==> config.mk <==
export PLATFORM = sky130hd
export DESIGN_NAME = neuron_mac_flat
export DESIGN_NICKNAME = d
export VERILOG_FILES = /design/src/rtl/nn_pkg.sv /design/src/rtl/neuron_mac_if.sv /design/src/rtl/neuron_weight_mem.sv /design/src/rtl/neuron_mac.sv /design/src/flat_wrapper.sv
export SDC_FILE = /design/constraint.sdc
export NUM_CORES = 1
export LEC_CHECK = 0
export ABC_AREA = 1
export BUFFER_PORTS_ARGS = -buffer_cell sky130_fd_sc_hd__buf_2
export CELL_PAD_IN_SITES_DETAIL_PLACEMENT = 0
export CELL_PAD_IN_SITES_GLOBAL_PLACEMENT = 1
export CORE_MARGIN = 2
export CORE_UTILIZATION = 30
export CTS_CLUSTER_DIAMETER = 200
export DETAILED_ROUTE_END_ITERATION = 10
export HOLD_SLACK_MARGIN = 0.08
export PLACE_DENSITY = 0.63
export SYNTH_ARGS = -nofsm -noshare
export SYNTH_HDL_FRONTEND = slang
export SYNTH_SLANG_ARGS = --single-unit
==> constraint.sdc <==
create_clock -name clk -period 12.8 [get_ports clk]
set_clock_uncertainty 0.1 [all_clocks]
set_input_delay 2.56 -clock clk [delete_from_list [all_inputs] [get_ports clk]]
set_output_delay 2.56 -clock clk [all_outputs]
set_load 0.03 [all_outputs]
==> src/rtl/nn_pkg.sv <==
// Shared definitions for the neuron datapath: default widths common with the
// sigmoid activation ROM, a constant-foldable clog2 and a signed clamp helper.
package nn_pkg;

  localparam int NN_DATA_WIDTH   = 16;
  localparam int NN_SIG_IN_WIDTH = 10;

  // Working width of the clamp helper; callers sign-extend into it.
  localparam int SAT_W = 64;
  typedef logic signed [SAT_W-1:0] sat_t;

  function automatic int clog2(input int value);
    int result;
    int v;
    result = 0;
    v      = value - 1;
    while (v > 0) begin
      result++;
      v = v >> 1;
    end
    return result;
  endfunction

  // Clamp a signed value to the range of a width-bit two's complement number.
  function automatic sat_t sat_signed(input sat_t value, input int width);
    sat_t hi;
    sat_t lo;
    hi = (sat_t'(1) <<< (width - 1)) - sat_t'(1);
    lo = -hi - sat_t'(1);
    if (value > hi) return hi;
    if (value < lo) return lo;
    return value;
  endfunction

endpackage

==> src/rtl/neuron_mac_if.sv <==
// Sample stream, weight/bias load and activation-index result of one neuron.
// Optional sat_flag is present when NEURON_SAT_FLAG_EN is defined.
interface neuron_mac_if
  import nn_pkg::*;
#(
  parameter int NUM_WEIGHT   = 4,
  parameter int DATA_WIDTH   = NN_DATA_WIDTH,
  parameter int SIG_IN_WIDTH = NN_SIG_IN_WIDTH
);
  localparam int ADDR_W = clog2(NUM_WEIGHT);

  logic                           in_valid;
  logic signed [DATA_WIDTH-1:0]   in_data;
  logic                           w_en;
  logic        [ADDR_W-1:0]       w_addr;
  logic signed [DATA_WIDTH-1:0]   w_data;
  logic                           b_en;
  logic signed [DATA_WIDTH-1:0]   b_data;
  logic                           busy;
  logic                           out_valid;
  logic signed [SIG_IN_WIDTH-1:0] sig_x;

`ifdef NEURON_SAT_FLAG_EN
  logic                           sat_flag;

  modport master (
    output in_valid, in_data, w_en, w_addr, w_data, b_en, b_data,
    input  busy, out_valid, sig_x, sat_flag
  );
  modport slave (
    input  in_valid, in_data, w_en, w_addr, w_data, b_en, b_data,
    output busy, out_valid, sig_x, sat_flag
  );
`else
  modport master (
    output in_valid, in_data, w_en, w_addr, w_data, b_en, b_data,
    input  busy, out_valid, sig_x
  );
  modport slave (
    input  in_valid, in_data, w_en, w_addr, w_data, b_en, b_data,
    output busy, out_valid, sig_x
  );
`endif

endinterface

==> src/rtl/neuron_weight_mem.sv <==
// Per-neuron weight store: one synchronous write port, one asynchronous read
// port. A read that coincides with a write to the same address sees old data.
module neuron_weight_mem
  import nn_pkg::*;
#(
  parameter int NUM_WEIGHT = 4,
  parameter int DATA_WIDTH = NN_DATA_WIDTH,
  localparam int ADDR_W    = clog2(NUM_WEIGHT)
) (
  input  logic                         clk,
  input  logic                         w_en,
  input  logic        [ADDR_W-1:0]     w_addr,
  input  logic signed [DATA_WIDTH-1:0] w_data,
  input  logic        [ADDR_W-1:0]     r_addr,
  output logic signed [DATA_WIDTH-1:0] r_data
);

  logic signed [DATA_WIDTH-1:0] mem [NUM_WEIGHT];
  logic                         addr_ok;

  // Writes beyond the last weight are dropped when the address space is sparse.
  if (NUM_WEIGHT == (1 << ADDR_W)) begin : g_full_range
    assign addr_ok = 1'b1;
  end else begin : g_partial_range
    assign addr_ok = (w_addr < ADDR_W'(NUM_WEIGHT));
  end

  // NOTE: the array has no reset branch so it maps onto plain RAM/LUT storage;
  // weights are always loaded by software before use. Sequential state is
  // assigned with <= so every reader sees the pre-edge value.
  always_ff @(posedge clk) begin
    if (w_en && addr_ok) mem[w_addr] <= w_data;
  end

  assign r_data = mem[r_addr];

endmodule

==> src/rtl/neuron_mac.sv <==
// Three-stage multiply-accumulate feeding the sigmoid ROM index: multiply,
// accumulate per frame, then bias/shift/clamp. sat_flag under NEURON_SAT_FLAG_EN.
module neuron_mac
  import nn_pkg::*;
#(
  parameter int NUM_WEIGHT   = 4,
  parameter int DATA_WIDTH   = NN_DATA_WIDTH,
  parameter int FRAC_BITS    = 0,
  parameter int SIG_IN_WIDTH = NN_SIG_IN_WIDTH,
  parameter int SHIFT        = 0
) (
  input logic         clk,
  input logic         rst,
  neuron_mac_if.slave bus
);

  localparam int ADDR_W = clog2(NUM_WEIGHT);
  localparam int PROD_W = 2 * DATA_WIDTH;
  localparam int ACC_W  = PROD_W + ADDR_W;
  localparam int SUM_W  = ACC_W + 1;
  localparam logic [ADDR_W-1:0] LAST_IDX = ADDR_W'(NUM_WEIGHT - 1);

  logic        [ADDR_W-1:0]       cnt;
  logic signed [DATA_WIDTH-1:0]   weight;
  logic signed [DATA_WIDTH-1:0]   bias;

  logic                           p_valid;
  logic                           p_first;
  logic                           p_last;
  logic signed [PROD_W-1:0]       prod;

  logic                           a_last;
  logic signed [ACC_W-1:0]        acc;

  logic signed [SUM_W-1:0]        biased;
  logic signed [SUM_W-1:0]        scaled;
  logic                           out_valid_q;
  logic signed [SIG_IN_WIDTH-1:0] sig_q;

  neuron_weight_mem #(
    .NUM_WEIGHT (NUM_WEIGHT),
    .DATA_WIDTH (DATA_WIDTH)
  ) u_weight_mem (
    .clk    (clk),
    .w_en   (bus.w_en),
    .w_addr (bus.w_addr),
    .w_data (bus.w_data),
    .r_addr (cnt),
    .r_data (weight)
  );

  // Sample index within the frame; reset discards any partial frame.
  always_ff @(posedge clk or posedge rst) begin
    if (rst) begin
      cnt <= '0;
    end else if (bus.in_valid) begin
      cnt <= (cnt == LAST_IDX) ? '0 : cnt + 1'b1;
    end
  end

  always_ff @(posedge clk or posedge rst) begin
    if (rst) begin
      bias <= '0;
    end else if (bus.b_en) begin
      bias <= bus.b_data;
    end
  end

  // Stage 1: full-precision product, tagged with its position in the frame.
  always_ff @(posedge clk or posedge rst) begin
    if (rst) begin
      p_valid <= 1'b0;
      p_first <= 1'b0;
      p_last  <= 1'b0;
      prod    <= '0;
    end else begin
      p_valid <= bus.in_valid;
      if (bus.in_valid) begin
        prod    <= PROD_W'(bus.in_data) * PROD_W'(weight);
        p_first <= (cnt == '0);
        p_last  <= (cnt == LAST_IDX);
      end
    end
  end

  // Stage 2: the first tag restarts the sum, so frames can run back to back.
  always_ff @(posedge clk or posedge rst) begin
    if (rst) begin
      acc    <= '0;
      a_last <= 1'b0;
    end else begin
      a_last <= p_valid & p_last;
      if (p_valid) begin
        acc <= p_first ? ACC_W'(prod) : acc + ACC_W'(prod);
      end
    end
  end

  // One guard bit over the accumulator keeps bias-add and shift overflow-free.
  always_comb begin
    biased = SUM_W'(acc) + (SUM_W'(bias) <<< FRAC_BITS);
    scaled = biased >>> SHIFT;
  end

  // Stage 3: clamp to the ROM index range; sig_x holds between pulses.
  always_ff @(posedge clk or posedge rst) begin
    if (rst) begin
      out_valid_q <= 1'b0;
      sig_q       <= '0;
    end else begin
      out_valid_q <= a_last;
      if (a_last) sig_q <= SIG_IN_WIDTH'(sat_signed(SAT_W'(scaled), SIG_IN_WIDTH));
    end
  end

`ifdef NEURON_SAT_FLAG_EN
  logic sat_q;

  always_ff @(posedge clk or posedge rst) begin
    if (rst) begin
      sat_q <= 1'b0;
    end else if (a_last) begin
      sat_q <= (sat_signed(SAT_W'(scaled), SIG_IN_WIDTH) != SAT_W'(scaled));
    end
  end

  assign bus.sat_flag = sat_q;
`endif

  assign bus.busy      = (cnt != '0);
  assign bus.out_valid = out_valid_q;
  assign bus.sig_x     = sig_q;

endmodule
==> src/flat_wrapper.sv <==
// flat-port wrapper written by rule: the top's interface ports become plain ports
module neuron_mac_flat import nn_pkg::*;
#(
  parameter int NUM_WEIGHT   = 4,
  parameter int DATA_WIDTH   = NN_DATA_WIDTH,
  parameter int FRAC_BITS    = 0,
  parameter int SIG_IN_WIDTH = NN_SIG_IN_WIDTH,
  parameter int SHIFT        = 0
)
  (clk, rst, bus_in_valid, bus_in_data, bus_w_en, bus_w_addr, bus_w_data, bus_b_en, bus_b_data, bus_busy, bus_out_valid, bus_sig_x);
  neuron_mac_if #(.NUM_WEIGHT(NUM_WEIGHT), .DATA_WIDTH(DATA_WIDTH), .SIG_IN_WIDTH(SIG_IN_WIDTH)) bus_i ();
  input logic clk;
  input logic rst;
  input wire logic [$bits(bus_i.in_valid)-1:0] bus_in_valid;
  input wire logic [$bits(bus_i.in_data)-1:0] bus_in_data;
  input wire logic [$bits(bus_i.w_en)-1:0] bus_w_en;
  input wire logic [$bits(bus_i.w_addr)-1:0] bus_w_addr;
  input wire logic [$bits(bus_i.w_data)-1:0] bus_w_data;
  input wire logic [$bits(bus_i.b_en)-1:0] bus_b_en;
  input wire logic [$bits(bus_i.b_data)-1:0] bus_b_data;
  output wire logic [$bits(bus_i.busy)-1:0] bus_busy;
  output wire logic [$bits(bus_i.out_valid)-1:0] bus_out_valid;
  output wire logic [$bits(bus_i.sig_x)-1:0] bus_sig_x;
  assign bus_i.in_valid = bus_in_valid;
  assign bus_i.in_data = bus_in_data;
  assign bus_i.w_en = bus_w_en;
  assign bus_i.w_addr = bus_w_addr;
  assign bus_i.w_data = bus_w_data;
  assign bus_i.b_en = bus_b_en;
  assign bus_i.b_data = bus_b_data;
  assign bus_busy = bus_i.busy;
  assign bus_out_valid = bus_i.out_valid;
  assign bus_sig_x = bus_i.sig_x;
  neuron_mac #(.NUM_WEIGHT(NUM_WEIGHT), .DATA_WIDTH(DATA_WIDTH), .FRAC_BITS(FRAC_BITS), .SIG_IN_WIDTH(SIG_IN_WIDTH), .SHIFT(SHIFT)) u_core (.clk(clk), .rst(rst), .bus(bus_i));
endmodule
==> flow_summary.yaml, run 1 <==
floorplanning:
  dieWidth_um: 269
  core-area_um2: 69800
  die_h_um: 269
  die-area_um2: 72400
  placementRows: 97
  initial_core_utilization_pct: 30.2
  num_io_pins: 67
worst_setup_path:
  cp_data_arrival_time_ns: 9.16
  cp_slowest_stage_delay_ns: 1.18
  cp_max_fo: 35
  critical_path.slowest_cell: "sky130_fd_sc_hd__clkinv_1"
  timing_worst_setup_path_type: "reg2reg"
  worstPathRequired_ns: 13.08
  crit_path_frequent_cell: "sky130_fd_sc_hd__fa_1"
  critical_path.endpoint_type: "register"
  setup.worst_path.start_class: "register"
sta:
  rsz0062_at_grt: "no"
  final_critical_path_setup_slack_ns: 3.92
  totalNegativeSetupSlack_ns: 0
  period_minus_slack_ns: 8.88
  finalMaxSlewViolations: 0
  timing.final.hold_violations: 0
  timing_worst_slew_pin_value_ns: 1.10
  slew_headroom_pct: 26.7
  maximum_frequency_from_static_timing_analysis_mhz: 113
  finalCritPeriodShare_pct: 69.4
  report.final.setup_viol: 0
cts:
  clk_latency_ns: 0.50
  number_of_sinks_driven_by_the_clock_tree: 163
  cts-hold-fix-buffers: 0
  postCtsResizedCells: 0
  clock_tree.buffer_depth: 2
  tritoncts: "done"
  path_clk_slew_ns: 0.10
  htree_num_levels: 4
  clock_tree.root_cell: "sky130_fd_sc_hd__clkbuf_16"
  post_cts.repair.setup_buffers: 0
  cts-buffers-inserted: 17
cells_and_area:
  diodes: 0
  filler_cell_count: 7548
  layoutNonFillerInstCount: 3743
  final_layout_size_suffix_gt1_share_pct: 7.06
  final_core_utilization_pct: 33.1
  area_growth_syn_to_layout_pct: 9.49
  num-nets-final: 3260
logic_synthesis:
  synthesized_area_per_cell_um2: 7.64
  yosysWarnings: 0
  ys_types: 48
  yosys-top-cells-area: "sky130_fd_sc_hd__fa_1 25%, sky130_fd_sc_hd__nand2_1 13%, sky130_fd_sc_hd__dfrtp_1 12%"
  synthesis.nets: 3228
  synth_top_cell_area_share_pct: 25.1
  synth_largest_area_cell: "sky130_fd_sc_hd__fa_1"
  yosysSeqAreaShare_pct: 20.9
  synth-edff-count: 64
  netlist_area_um2: 21100
  postSynth.topFlopCell: "sky130_fd_sc_hd__dfrtp_1"
  synth-seq-cells: 163
  synth_cells: 2758
  synth_async_sr_flop_share_pct: 60.7
routing:
  dr.first_iter.drc_count: 829
  via_count: 17300
  postRouteWirelength_mm: 61.7
  post_drt_via_cell_ratio: 4.61
  route.detailed.drc: 0
  route.antenna.remaining_nets: 0
  detail_route.first_pass.iterations: 6
  wire_per_inst_um: 16.5
global_route:
  grt_first_pass_wirelength_mm: 99.2
  maximum_number_of_pins_on_one_net_before_global_route_repair: 58
  antenna_violations_before_repair: 0
  global_route.usage.total_pct: 17.9
  number_of_global_route_vias_before_repair: 18200
  grt_overflow_total: 0
job:
  max_cap_viol_count: 0
run_status:
  outcome: "completed"
hold_path:
  worstHoldPathType: "reg2reg"
placed_design:
  dp_hpwl_mm: 51.7
  place_ws_ns: 3.84
  routabilityCongestion: 0.943
  count_of_buffers_inserted_at_the_top_level_ports: 66
  dpl.cell_count: 3711
-- registers in the layout (all words and copies together), names as in the netlist --
name and cells:
u_core.acc 34, u_core.p_first 1, u_core.bus.out_valid 1, u_core.a_last 1, u_core.u_weight_mem.mem 64, u_core.p_valid 1
u_core.bus.sig_x 10, u_core.cnt 2, u_core.bias 16, u_core.prod 32, u_core.p_last 1
-- area by class of cell --
| class | instances | area (um2) | share of cell area [%] |
|---|---|---|---|
| Sequential cell | 163 | 4400 | 19.1 |
| Clock buffer | 17 | 425 | 1.84 |
| Multi-Input combinational cell | 1972 | 14400 | 62.2 |
| Inverter | 561 | 2110 | 9.14 |
| Clock inverter | 15 | 206 | 0.895 |
| Tap cell | 940 | 1180 | 5.10 |
| Timing Repair Buffer | 75 | 398 | 1.72 |
-- per-stage QoR --
step / hold WS [ns] / cell area [um2]
floorplan: 0.269 / 21100
global placement: 0.365 / 22400
detailed placement: 0.369 / 22400
CTS: 0.388 / 23100
global route: 0.405 / 23100
finish: 0.380 / 23100
-- layout by cell type, fill, tap and decap left out, types with 6 or more instances in the layout --
cell type,n
sky130_fd_sc_hd__buf_4,9
sky130_fd_sc_hd__edfxtp_1,64
sky130_fd_sc_hd__mux2_2,15
sky130_fd_sc_hd__inv_2,9
sky130_fd_sc_hd__o21ai_1,10
sky130_fd_sc_hd__or2_2,14
sky130_fd_sc_hd__nor2_2,15
sky130_fd_sc_hd__dfrtp_1,99
sky130_fd_sc_hd__nand2_1,704
sky130_fd_sc_hd__o211ai_1,14
sky130_fd_sc_hd__nand3_1,116
sky130_fd_sc_hd__nor2_1,285
sky130_fd_sc_hd__nand4_1,25
sky130_fd_sc_hd__o31ai_1,8
sky130_fd_sc_hd__o21bai_1,11
sky130_fd_sc_hd__a31oi_1,10
sky130_fd_sc_hd__a21oi_1,112
sky130_fd_sc_hd__inv_1,540
sky130_fd_sc_hd__buf_2,66
sky130_fd_sc_hd__nor3_1,14
sky130_fd_sc_hd__xor2_1,33
sky130_fd_sc_hd__fa_1,264
sky130_fd_sc_hd__o21ai_0,95
sky130_fd_sc_hd__xnor2_1,12
sky130_fd_sc_hd__ha_1,151
sky130_fd_sc_hd__nand2_2,20
sky130_fd_sc_hd__clkbuf_16,17
sky130_fd_sc_hd__nand3_2,6
sky130_fd_sc_hd__clkinv_1,11
-- logic make-up (layout without fill, tap and decap cells) --
logic type | count (synthesis) | after routing | synth area share [%]
AO/OA/AOI/OAI | 280 | 280 | 7.40
XOR/XNOR | 46 | 46 | 1.95
adder cells (fa/ha/maj) | 415 | 415 | 34.0
buffers and inverters | 623 | 668 | 11.2
flip-flops | 163 | 163 | 20.9
multiplexers | 15 | 15 | 0.802
AND/OR/NAND/NOR | 1216 | 1216 | 23.7
-- routing by layer --
| layer | track usage, % | vias to the layer above | routed length, um |
|---|---|---|---|
| li1 | - | 8570 | - |
| met1 | 22.3 | 8304 | 27800 |
| met2 | 31.9 | 293 | 30500 |
| met3 | 2.40 | 91 | 1630 |
| met4 | 5.50 | 0 | 1730 |
| met5 | 0 | - | 0 |
-- worst paths after layout --
check | start | endpoint | slack, ns | cells after the start
setup reg to reg | u_core.cnt[0] | u_core.prod[30] | 3.92 | 27
setup / recovery | u_core.cnt[0] | u_core.prod[30] | 3.92 | 27
hold / removal | u_core.bus.sig_x[3] | u_core.bus.sig_x[3] | 0.38 | 2
max in group asynchronous | rst | u_core.acc[31] | 9.41 | 3
hold reg to reg | u_core.bus.sig_x[3] | u_core.bus.sig_x[3] | 0.38 | 2
min in group asynchronous | rst | u_core.cnt[0] | 2.00 | 2
-- cell usage after synthesis, types with 20 or more instances --
master / count
sky130_fd_sc_hd__nand2_1: 704
sky130_fd_sc_hd__inv_1: 541
sky130_fd_sc_hd__nor2_1: 285
sky130_fd_sc_hd__fa_1: 264
sky130_fd_sc_hd__ha_1: 151
sky130_fd_sc_hd__nand3_1: 116
sky130_fd_sc_hd__a21oi_1: 112
sky130_fd_sc_hd__dfrtp_1: 99
sky130_fd_sc_hd__o21ai_0: 95
sky130_fd_sc_hd__edfxtp_1: 64
sky130_fd_sc_hd__clkbuf_1: 46
sky130_fd_sc_hd__xor2_1: 33
sky130_fd_sc_hd__nand4_1: 25
sky130_fd_sc_hd__nand2_2: 20
-- worst max-delay path: cells and delay by family, from the launching register on --
family          cells  cell delay, ns
compound gates      3            0.39
simple gates       10            1.91
fa+ha+maj           7            3.33
flops               1            1.08
xor+xnor            1            0.15
buf+inv             6            1.78
Power of run 1 is left out: the tool's default activity adds up to more than one toggle a clock period on the data nets, which glitch-free logic cannot reach.
==> inputs of run 2 (changes only) <==
- clock period: 12.8 -> 8.7 ns (I/O delays scaled with it)
==> flow_summary.yaml, run 2 (same netlist as run 1, synthesis figures left out) <==
cells_and_area:
  num-nets-final: 3282
  commonest_cells_after_routing_fill_and_taps_aside: "704 x sky130_fd_sc_hd__nand2_1, 540 x sky130_fd_sc_hd__inv_1, 285 x sky130_fd_sc_hd__nor2_1"
  diodes: 0
  largest_register_by_flop_count: "u_core.u_weight_mem.mem"
  most_common_cell_after_layout_fill_and_taps_aside: "sky130_fd_sc_hd__nand2_1"
  area_growth_syn_to_layout_pct: 10.2
  largestRegisters: "u_core.u_weight_mem.mem: 64 flops, u_core.acc: 34 flops, u_core.prod: 32 flops"
  final_layout_size_suffix_gt1_share_pct: 7.79
  largest_register_ff_count: 64
  final_core_utilization_pct: 33.3
  filler_cell_count: 7451
sta:
  period_minus_slack_ns: 7.49
  finalMaxSlewViolations: 0
  timing.final.hold_violations: 0
  final_critical_path_setup_slack_ns: 1.21
  report.final.setup_viol: 0
  rsz0062_at_grt: "no"
  maximum_frequency_from_static_timing_analysis_mhz: 134
  finalCritPeriodShare_pct: 86.1
  slew_headroom_pct: 35.9
  timing_worst_slew_pin_value_ns: 0.956
  totalNegativeSetupSlack_ns: 0
global_route:
  grt_overflow_total: 0
  antenna_violations_before_repair: 0
  number_of_global_route_vias_before_repair: 18200
  global_route.usage.total_pct: 18.2
  grt_first_pass_wirelength_mm: 101
  maximum_number_of_pins_on_one_net_before_global_route_repair: 56
hold_path:
  worstHoldPathType: "reg2reg"
  hold_end: "u_core.bus.sig_x[1]"
  worstHoldStart: "u_core.bus.sig_x[1]"
  hold_depth: 2
worst_setup_path:
  timing_worst_setup_path_type: "in2reg"
  critical_path.slowest_cell: "sky130_fd_sc_hd__fa_1"
  cp_max_fo: 10
  critical_path.endpoint_type: "register"
  r2r.worst_path.cells: 27
  setup.worst_path.start_class: "input port"
  cp_data_arrival_time_ns: 7.76
  r2r_start: "u_core.cnt[0]"
  timing.reg2reg.setup_slack_ns: 1.46
  crit_path_frequent_cell: "sky130_fd_sc_hd__fa_1"
  worstReg2RegEnd: "u_core.prod[28]"
  worstPathRequired_ns: 8.97
  cp_slowest_stage_delay_ns: 0.54
  cp_cell_sequence: "buf_2 -> clkinv_1 -> nor2_1 -> fa_1 -> fa_1 -> fa_1 -> fa_1 -> fa_1 -> inv_1 -> fa_1 -> inv_1 -> ha_1 -> nand2_1 -> nor4_1 -> nand4_1 -> nand3_1 -> nand2_1 -> o211ai_1 -> a21oi_1 -> xor2_1 -> o21ai_0"
floorplanning:
  placementRows: 97
  die_h_um: 269
  initial_core_utilization_pct: 30.2
  core-area_um2: 69800
  num_io_pins: 67
  die-area_um2: 72400
  dieWidth_um: 269
cts:
  postCtsResizedCells: 0
  clock_tree.root_cell: "sky130_fd_sc_hd__clkbuf_16"
  htree_num_levels: 4
  number_of_sinks_driven_by_the_clock_tree: 163
  clk_latency_ns: 0.49
  path_clk_slew_ns: 0.08
  clock_tree.buffer_depth: 2
  cts-buffers-inserted: 17
  tritoncts: "done"
  cts-hold-fix-buffers: 0
  post_cts.repair.setup_buffers: 0
routing:
  postRouteWirelength_mm: 63.0
  post_drt_via_cell_ratio: 4.62
  route.antenna.remaining_nets: 0
  detail_route.first_pass.iterations: 5
  dr.first_iter.drc_count: 925
  wire_per_inst_um: 16.7
  via_count: 17400
  route.detailed.drc: 0
run_status:
  outcome: "completed"
placed_design:
  place_ws_ns: 0.698
  routabilityCongestion: 0.943
  count_of_buffers_inserted_at_the_top_level_ports: 66
  dp_hpwl_mm: 53.2
job:
  max_cap_viol_count: 0
-- run 2: cell type report --
type / count / area, um2 / area share, %
flip-flops and latches: 163 / 4400 / 18.9
well taps: 940 / 1180 / 5.06
repair buffers: 97 / 563 / 2.42
clock inverters: 15 / 189 / 0.814
clock buffers: 17 / 425 / 1.83
multi-input cells: 1972 / 14400 / 61.8
inverters: 561 / 2110 / 9.08
-- run 2: routing by layer --
layer,up-vias,GRT usage [%],wire (um)
li1,8610,-,-
met1,8395,22.7,28200
met2,300,32.2,31000
met3,80,2.47,1910
met4,0,5.77,1830
met5,-,0,0
-- run 2: worst max path at each step --
stage / to / cells after the start / from
final: u_core.prod[28] / 21 / bus_in_data[3]
after global routing: u_core.prod[30] / 23 / bus_in_data[3]
after CTS: u_core.prod[30] / 23 / bus_in_data[3]
after detailed placement: u_core.prod[30] / 23 / bus_in_data[3]
after global placement: u_core.prod[31] / 22 / bus_in_data[3]
after floorplan: u_core.prod[31] / 22 / bus_in_data[15]
-- run 2: critical path, delay by kind of cell --
kind | cells | cell delay [ns]
AOI/OAI and AO/OA | 3 | 0.40
adders and majority gates | 7 | 3.45
xor gates and xnor gates | 1 | 0.15
and+or+nand+nor | 6 | 1.30
buffers and inverters | 4 | 0.70
-- run 2: through the flow --
stage | hold WS [ns] | cell area (um2) | cells
5_1_grt | 0.419 | 23200 | 3765
3_5_place_dp | 0.361 | 22600 | 3733
6_report | 0.377 | 23200 | 3765
2_1_floorplan | 0.269 | 21100 | 2758
4_1_cts | 0.381 | 23200 | 3765
3_3_place_gp | 0.368 | 22600 | 3733
Power of run 2 is left out for the same reason.
==> inputs of run 3 (changes only) <==
- CORE_UTILIZATION: 30 -> 53
- HOLD_SLACK_MARGIN: 0.08 -> default
- PLACE_DENSITY: 0.63 -> 0.95
- clock period: 8.7 -> 8.62 ns (I/O delays scaled with it)
==> flow_summary.yaml, run 3 (same netlist as run 1, synthesis figures left out) <==
sta:
  timing.final.hold_violations: 0
  rsz0062_at_grt: "no"
  finalMaxSlewViolations: 0
  maximum_frequency_from_static_timing_analysis_mhz: 134
  slew_headroom_pct: 34.4
  timing_worst_slew_pin_value_ns: 0.978
  totalNegativeSetupSlack_ns: 0
  finalCritPeriodShare_pct: 86.4
  period_minus_slack_ns: 7.45
  report.final.setup_viol: 0
routing:
  wire_per_inst_um: 17.2
  dr.first_iter.drc_count: 1141
  via_count: 17700
  route.detailed.drc: 0
  wl_met1_mm: 23.6
  routed-wl-met2_mm: 28.7
  postRouteWirelength_mm: 57.5
  post_drt_via_cell_ratio: 5.29
  detail_route.first_pass.iterations: 6
  met3_wirelength_mm: 2.45
  highest_layer: "met4"
  route.antenna.remaining_nets: 0
placed_design:
  count_of_buffers_inserted_at_the_top_level_ports: 66
  routabilityCongestion: 1.02
  dpl.cell_count: 3314
  dp_hpwl_mm: 47.8
cts:
  cts-buffers-inserted: 17
  path_clk_slew_ns: 0.08
  clock_tree.root_cell: "sky130_fd_sc_hd__clkbuf_16"
  post_cts.repair.setup_buffers: 0
  tritoncts: "done"
  clk_latency_ns: 0.47
  clock_tree.buffer_depth: 2
  postCtsResizedCells: 0
  htree_num_levels: 4
  number_of_sinks_driven_by_the_clock_tree: 163
  cts-hold-fix-buffers: 0
worst_setup_path:
  timing_worst_setup_path_type: "reg2reg"
  worstReg2RegEnd: "u_core.prod[31]"
  cp-endpoint: "u_core.prod[31]"
  setup.worst_path.start_class: "register"
  timing.reg2reg.setup_slack_ns: 1.17
  critical_path.endpoint_type: "register"
  worstPathRequired_ns: 8.89
  r2r.worst_path.cells: 24
  cp_max_fo: 19
  crit_start: "u_core.cnt[1]"
  cp_data_arrival_time_ns: 7.73
  r2r_start: "u_core.cnt[1]"
global_route:
  grt_first_pass_wirelength_mm: 93.1
  grt_overflow_total: 0
  number_of_global_route_vias_before_repair: 18000
  global_route.usage.total_pct: 29.1
  antenna_violations_before_repair: 0
  maximum_number_of_pins_on_one_net_before_global_route_repair: 52
cells_and_area:
  area_growth_syn_to_layout_pct: 7.42
  largestRegisters: "u_core.u_weight_mem.mem: 64 flops, u_core.acc: 34 flops, u_core.prod: 32 flops"
  most_common_cell_after_layout_fill_and_taps_aside: "sky130_fd_sc_hd__nand2_1"
  num-nets-final: 3278
  final_layout_size_suffix_gt1_share_pct: 7.62
  largest_register_ff_count: 64
  filler_cell_count: 3742
  diodes: 0
  commonest_cells_after_routing_fill_and_taps_aside: "704 x sky130_fd_sc_hd__nand2_1, 540 x sky130_fd_sc_hd__inv_1, 285 x sky130_fd_sc_hd__nor2_1"
  layoutNonFillerInstCount: 3346
  largest_register_by_flop_count: "u_core.u_weight_mem.mem"
floorplanning:
  num_io_pins: 67
  die_h_um: 203
  initial_core_utilization_pct: 53.4
  dieWidth_um: 203
  core-area_um2: 39500
  die-area_um2: 41400
  placementRows: 73
hold_path:
  worstHoldPathType: "reg2reg"
run_status:
  outcome: "completed"
job:
  max_cap_viol_count: 0
==> run 3: cell count changes in the layout (fill, tap and decap cells not counted), moves of 3 or more <==
cell and change:
sky130_fd_sc_hd__clkinv_8 -3, sky130_fd_sc_hd__inv_8 -3, sky130_fd_sc_hd__nor3_2 +4, sky130_fd_sc_hd__buf_4 -4, sky130_fd_sc_hd__nor3_4 -4, sky130_fd_sc_hd__clkinv_4 +5
==> run 3: layer usage <==
layer  GRT usage, %  vias up
li1               -     8614
met1           35.1     8431
met5              0        -
met2           52.0      530
met4           13.2        0
met3           3.34      136
==> run 3: worst min-delay path by stage <==
| stage | cells after the start | startpoint | slack, ns | end |
|---|---|---|---|---|
| floorplan | 0 | u_core.a_last | 0.27 | u_core.bus.out_valid |
| global placement | 2 | u_core.p_last | 0.36 | u_core.a_last |
| global route | 2 | u_core.bus.sig_x[7] | 0.40 | u_core.bus.sig_x[7] |
| detailed placement | 2 | u_core.p_last | 0.36 | u_core.a_last |
| CTS | 2 | u_core.p_last | 0.37 | u_core.a_last |
| finish | 2 | u_core.p_last | 0.37 | u_core.a_last |
==> run 3: layout make-up <==
type	instances	area (um2)	area share, %
Clock buffer	18	429	1.90
Tap cell	525	657	2.90
Timing Repair Buffer	93	533	2.35
Inverter	561	2110	9.31
Sequential cell	163	4400	19.4
Clock inverter	14	175	0.774
Multi-Input combinational cell	1972	14300	63.3
==> run 3: critical path, cell delays in order, from the launching register on <==
cell	delay [ns]
sky130_fd_sc_hd__dfrtp_1	0.78
sky130_fd_sc_hd__clkinv_1	0.14
sky130_fd_sc_hd__buf_4	0.24
sky130_fd_sc_hd__nand3_1	0.12
sky130_fd_sc_hd__nand2_1	0.40
sky130_fd_sc_hd__nor2_1	0.35
sky130_fd_sc_hd__inv_1	0.13
sky130_fd_sc_hd__fa_1	0.56
sky130_fd_sc_hd__inv_1	0.08
sky130_fd_sc_hd__fa_1	0.53
sky130_fd_sc_hd__fa_1	0.58
sky130_fd_sc_hd__fa_1	0.44
sky130_fd_sc_hd__fa_1	0.54
sky130_fd_sc_hd__inv_1	0.05
sky130_fd_sc_hd__fa_1	0.52
sky130_fd_sc_hd__inv_1	0.04
sky130_fd_sc_hd__ha_1	0.35
sky130_fd_sc_hd__nand2_1	0.13
sky130_fd_sc_hd__nor3_1	0.27
sky130_fd_sc_hd__nand4_1	0.13
sky130_fd_sc_hd__nand3_1	0.19
sky130_fd_sc_hd__a21oi_1	0.13
sky130_fd_sc_hd__o211a_1	0.23
sky130_fd_sc_hd__xor2_1	0.14
sky130_fd_sc_hd__o21ai_0	0.16
==> run 3: metrics by stage <==
| step | util [%] | setup slack (ns) | hold WS [ns] | instance area [um2] |
|---|---|---|---|---|
| finish | 57.4 | 1.17 | 0.371 | 22600 |
| global route | 57.4 | 0.656 | 0.396 | 22600 |
| CTS | 57.4 | 1.16 | 0.373 | 22600 |
| detailed placement | 55.8 | 0.796 | 0.362 | 22000 |
| global placement | 55.8 | 0.842 | 0.361 | 22000 |
| floorplan | - | 1.19 | 0.269 | 21100 |
Power of run 3 is left out for the same reason.
